## config.mk

```make
export PLATFORM = sky130hd
export DESIGN_NAME = demux4_reg
export DESIGN_NICKNAME = d
export VERILOG_FILES = /design/src/rtl/demux4_reg.sv
export SDC_FILE = /design/constraint.sdc
export NUM_CORES = 1
export LEC_CHECK = 0
export CAP_MARGIN = 10
export CORE_MARGIN = 2
export CORE_UTILIZATION = 47
export CTS_BUF_LIST = sky130_fd_sc_hd__clkbuf_4 sky130_fd_sc_hd__clkbuf_8
export CTS_CLUSTER_DIAMETER = 60
export CTS_CLUSTER_SIZE = 14
export DETAILED_ROUTE_END_ITERATION = 12
export PLACE_DENSITY = 0.82
export RECOVER_POWER = 50
export SYNTH_ARGS = -nofsm -noshare
export SYNTH_HDL_FRONTEND = slang
export SYNTH_SLANG_ARGS = --single-unit
```

## constraint.sdc

```tcl
create_clock -name clk -period 2 [get_ports clk]
set_clock_uncertainty 0.15 [all_clocks]
set_input_delay 0.2 -clock clk [delete_from_list [all_inputs] [get_ports clk]]
set_output_delay 0.2 -clock clk [all_outputs]
set_load 0.1 [all_outputs]
```

## src/rtl/demux4_reg.sv

```systemverilog
// Four-way registered demultiplexer: one input stream routed by select into
// four one-entry output buffers, each with its own valid/ack handshake.

module demux4_reg_chan #(
    parameter int WIDTH = 16
) (
    input  logic             clk,
    input  logic             rst_n,
    input  logic             load_i,
    input  logic             ack_i,
    input  logic [WIDTH-1:0] data_i,
    output logic [WIDTH-1:0] data_o,
    output logic             valid_o
);
    logic [WIDTH-1:0] data_q, data_d;
    logic             valid_q, valid_d;

    // A load wins over a same-cycle ack, so refill happens without a bubble.
    always_comb begin
        data_d  = data_q;
        valid_d = valid_q & ~ack_i;
        if (load_i) begin
            data_d  = data_i;
            valid_d = 1'b1;
        end
    end

    always_ff @(posedge clk or negedge rst_n) begin
        if (!rst_n) begin
            data_q  <= '0;
            valid_q <= 1'b0;
        end else begin
            data_q  <= data_d;
            valid_q <= valid_d;
        end
    end

    assign data_o  = data_q;
    assign valid_o = valid_q;
endmodule

module demux4_reg #(
    parameter int WIDTH = 16
) (
    input  logic             clk,
    input  logic             rst_n,
    input  logic [1:0]       select,
    input  logic [WIDTH-1:0] in_data,
    input  logic             in_valid,
    output logic             in_ready,
    output logic [WIDTH-1:0] out1,
    output logic [WIDTH-1:0] out2,
    output logic [WIDTH-1:0] out3,
    output logic [WIDTH-1:0] out4,
    output logic [3:0]       out_valid,
    input  logic [3:0]       out_ack,
    output logic [7:0]       accept_cnt
);
    logic [3:0][WIDTH-1:0] ch_data;
    logic [3:0]            load;
    logic                  xfer;
    logic [7:0]            accept_cnt_q, accept_cnt_d;

    assign in_ready = ~out_valid[select] | out_ack[select];
    assign xfer     = in_valid & in_ready;

    always_comb begin
        load         = '0;
        accept_cnt_d = accept_cnt_q;
        if (xfer) begin
            load[select] = 1'b1;
            accept_cnt_d = accept_cnt_q + 8'd1;
        end
    end

    always_ff @(posedge clk or negedge rst_n) begin
        if (!rst_n) accept_cnt_q <= '0;
        else        accept_cnt_q <= accept_cnt_d;
    end

    for (genvar n = 0; n < 4; n++) begin : g_ch
        demux4_reg_chan #(.WIDTH(WIDTH)) u_ch (
            .clk     (clk),
            .rst_n   (rst_n),
            .load_i  (load[n]),
            .ack_i   (out_ack[n]),
            .data_i  (in_data),
            .data_o  (ch_data[n]),
            .valid_o (out_valid[n])
        );
    end

    assign out1       = ch_data[0];
    assign out2       = ch_data[1];
    assign out3       = ch_data[2];
    assign out4       = ch_data[3];
    assign accept_cnt = accept_cnt_q;
endmodule
```

==> summary.md <==
| Metric | Value |
|---|---|
| Largest net degree at the start of global routing | `49` |
| HPWL after detailed placement | `4480 µm` |
| # IOs | `102` |
| Critical path, cell by cell | `dlygate4sd3_1 -> mux4_2 -> buf_6 -> buf_12` |
| Outcome | `finished, final reports clean` |
| Iteration-0 DRC count of the detailed router | `52` |
| Period utilization | `0.987` |
| Number of sinks on the clock net | `76` |
| Final number of max-transition violations | `0` |
| Max Fclk | `507 MHz` |
| Cell area after synthesis | `3000 µm²` |
| GRT Overall Usage | `0.202` |
| Initial core utilization | `0.478` |
| Endpoints failing hold | `0` |
| Cell type contributing the most total cell area after synthesis | `sky130_fd_sc_hd__dfrtp_1` |
| Cts bufs inserted | `9` |
| Dominant cell by count in the synthesized netlist | `sky130_fd_sc_hd__dfrtp_1` |
| Synth Net Count | `220` |
| Standard-cell rows | `29` |
| Number of detailed-route iterations in the first pass | `4` |
| Routed len/inst | `16.4 µm` |
| Critical path peak fanout | `3` |
| Number of H-tree levels | `3` |
| Initial antenna violation count | `0` |
| WP data required | `1.65 ns` |
| Top_reg_cell synth | `sky130_fd_sc_hd__dfrtp_1` |
| CTS tree | `yes` |
| Number of enable-type register cells in the synthesized netlist | `0` |
| Share of cells above drive strength 1 | `0.562` |
| Total overflow reported by the global router | `0` |
| Antenna Diode Count | `0` |
| Vias in the first global route | `2086` |
| Fin nets | `338` |
| Floorplan die width | `83.9 µm` |
| Slowest stage delay, CP | `0.59 ns` |
| Launching element type of the critical path | `primary input` |
| Synth warnings | `0` |
| Synth async-reset ratio | `1.00` |
| Final setup viols | `0` |
| Number of vias per cell | `4.98` |
| Die area | `7040 µm²` |
| Largest buffer count on any clock path | `2` |
| Largest cells by area after synthesis | `sky130_fd_sc_hd__dfrtp_1 63%, sky130_fd_sc_hd__mux2_2 24%, sky130_fd_sc_hd__xnor2_1 2.0%` |
| Count of antenna-violating nets left after detailed routing | `0` |
| Distinct cell type count of the synthesized netlist | `22` |
| Final min period | `1.97 ns` |
| Worst endpoint data arrival time | `1.62 ns` |
| Clock slew seen by the registers of the worst setup and hold paths | `0.07 ns` |
| Slew at the pin closest to its max-slew limit | `1.24 ns` |
| #FFs+latches synth | `76` |
| Count of vias placed by the detailed router | `1963` |
| Final Core Density | `0.652` |
| Y dimension of the die | `83.9 µm` |
| RSZ-0062 raised after global routing | `true` |
| Slowest stage cell on the critical path | `sky130_fd_sc_hd__dlygate4sd3_1` |
| Post-route DRC violation count | `0` |
| Number of maximum-capacitance constraint violations | `0` |
| Area of the core region | `6280 µm²` |
| Most common library cells after synthesis | `76 x sky130_fd_sc_hd__dfrtp_1, 64 x sky130_fd_sc_hd__mux2_2, 9 x sky130_fd_sc_hd__nand2_1` |
| Placer's final routability congestion estimate | `0.794` |
| Tightest slew margin relative to the limit | `0.176` |
| Clock latency at the later pin of the worst-skew pair | `0.34 ns` |
| Classification of the worst setup path | `primary input to output pin` |
| Mean instance size in the synthesized netlist | `15.5 µm²` |
| Fraction of the yosys area taken by sequential cells | `0.633` |
| Port buffer count | `101` |
| Library cell used as clock root buffer | `sky130_fd_sc_hd__clkbuf_8` |
| Synthesized instance count | `194` |
| Endpoint type of the worst setup path | `output pin` |
| Routed wire length | `6460 µm` |
| Wire length of the first global-routing pass | `10900 µm` |
| Hold WC Path Type | `flop to flop` |
| Area added between synthesis and finish | `36.3%` |
| Yosys top cell area share | `0.633` |
## logic make-up after synthesis
| kind of cell | count (synthesis) | share of synthesized area |
|---|---|---|
| buf+inv | 12 | 0.0317 |
| fa+ha+maj | 1 | 0.00417 |
| xor+xnor | 7 | 0.0204 |
| compound gates | 2 | 0.00333 |
| flops | 76 | 0.633 |
| simple gates | 30 | 0.0558 |
| mux | 66 | 0.251 |
## path summary, 6_finish.rpt
check	depth (start not counted)	endpoint	slack, ns	start
min in group asynchronous	2	g_ch[2].u_ch.data_o[1]	0.50	rst_n
min	1	accept_cnt[7]	0.32	accept_cnt[7]
max in group asynchronous	3	g_ch[1].u_ch.data_o[8]	0.42	rst_n
max	4	in_ready	0.03	select[0]
min reg2reg	1	accept_cnt[7]	0.32	accept_cnt[7]
max reg2reg	6	accept_cnt[1]	0.13	g_ch[3].u_ch.valid_o
## per-stage QoR
step / cells / worst slack [ns] / hold slack [ns] / TNS [ns] / cell area, µm²
after floorplan: 194 / 0.0380 / -0.246 / 0 / 3000
after global placement: 374 / 0.0306 / 0.108 / 0 / 3980
after detailed placement: 374 / 0.0133 / 0.115 / 0 / 3980
after CTS: 392 / 0.00255 / 0.274 / 0 / 4180
after global routing: 394 / -0.0232 / 0.334 / -0.0317 / 4090
final: 394 / 0.0257 / 0.317 / 0 / 4090
## cells in the final DEF (no fill, tap or decap), drive strengths merged, types with 3 or more instances in the layout
cell type,Yosys,layout
nor2,5,5
buf,11,58
nand3,3,3
mux2,65,65
clkdlybuf4s50,0,21
xnor2,7,7
nand2b,4,4
dfrtp,76,76
nand2,11,11
clkbuf,0,47
dlygate4sd3,0,3
nand4,3,3
## what timing repair did
item,CTS,global route
setup buffers,1,2
gates cloned,0,0
endpoints found under the hold margin,47,0
resized for setup,0,1
endpoints found under the setup margin,1,1
hold buffers,1,0
## area by class of cell
class	instances	area (µm²)
clock buffers	11	139
fillers	487	2180
repair buffers	118	908
clock inverters	5	37.5
multi-input cells	106	1010
flip-flops and latches	76	1900
inverters	1	3.75
well taps	77	96.3
## sequential cells by signal (all words and copies together) (netlist names)
register and count:
g_ch.u_ch.valid_o 4, g_ch.u_ch.data_o 64, accept_cnt 8
## worst max-delay path, delay by kind of cell
kind	cells	cell delay (ns)
buffers and inverters	3	0.90
muxes	1	0.53
## per-layer routing
layer  share of wire  track usage  vias up
met5               0            0        -
met4           0.016       0.0748        0
met3           0.081       0.0900       11
met2            0.47        0.311       66
met1            0.43        0.252      974
li1                -            -      912
Power is left out: the tool's default activity adds up to more than one toggle a clock period on the data nets, which glitch-free logic cannot reach.
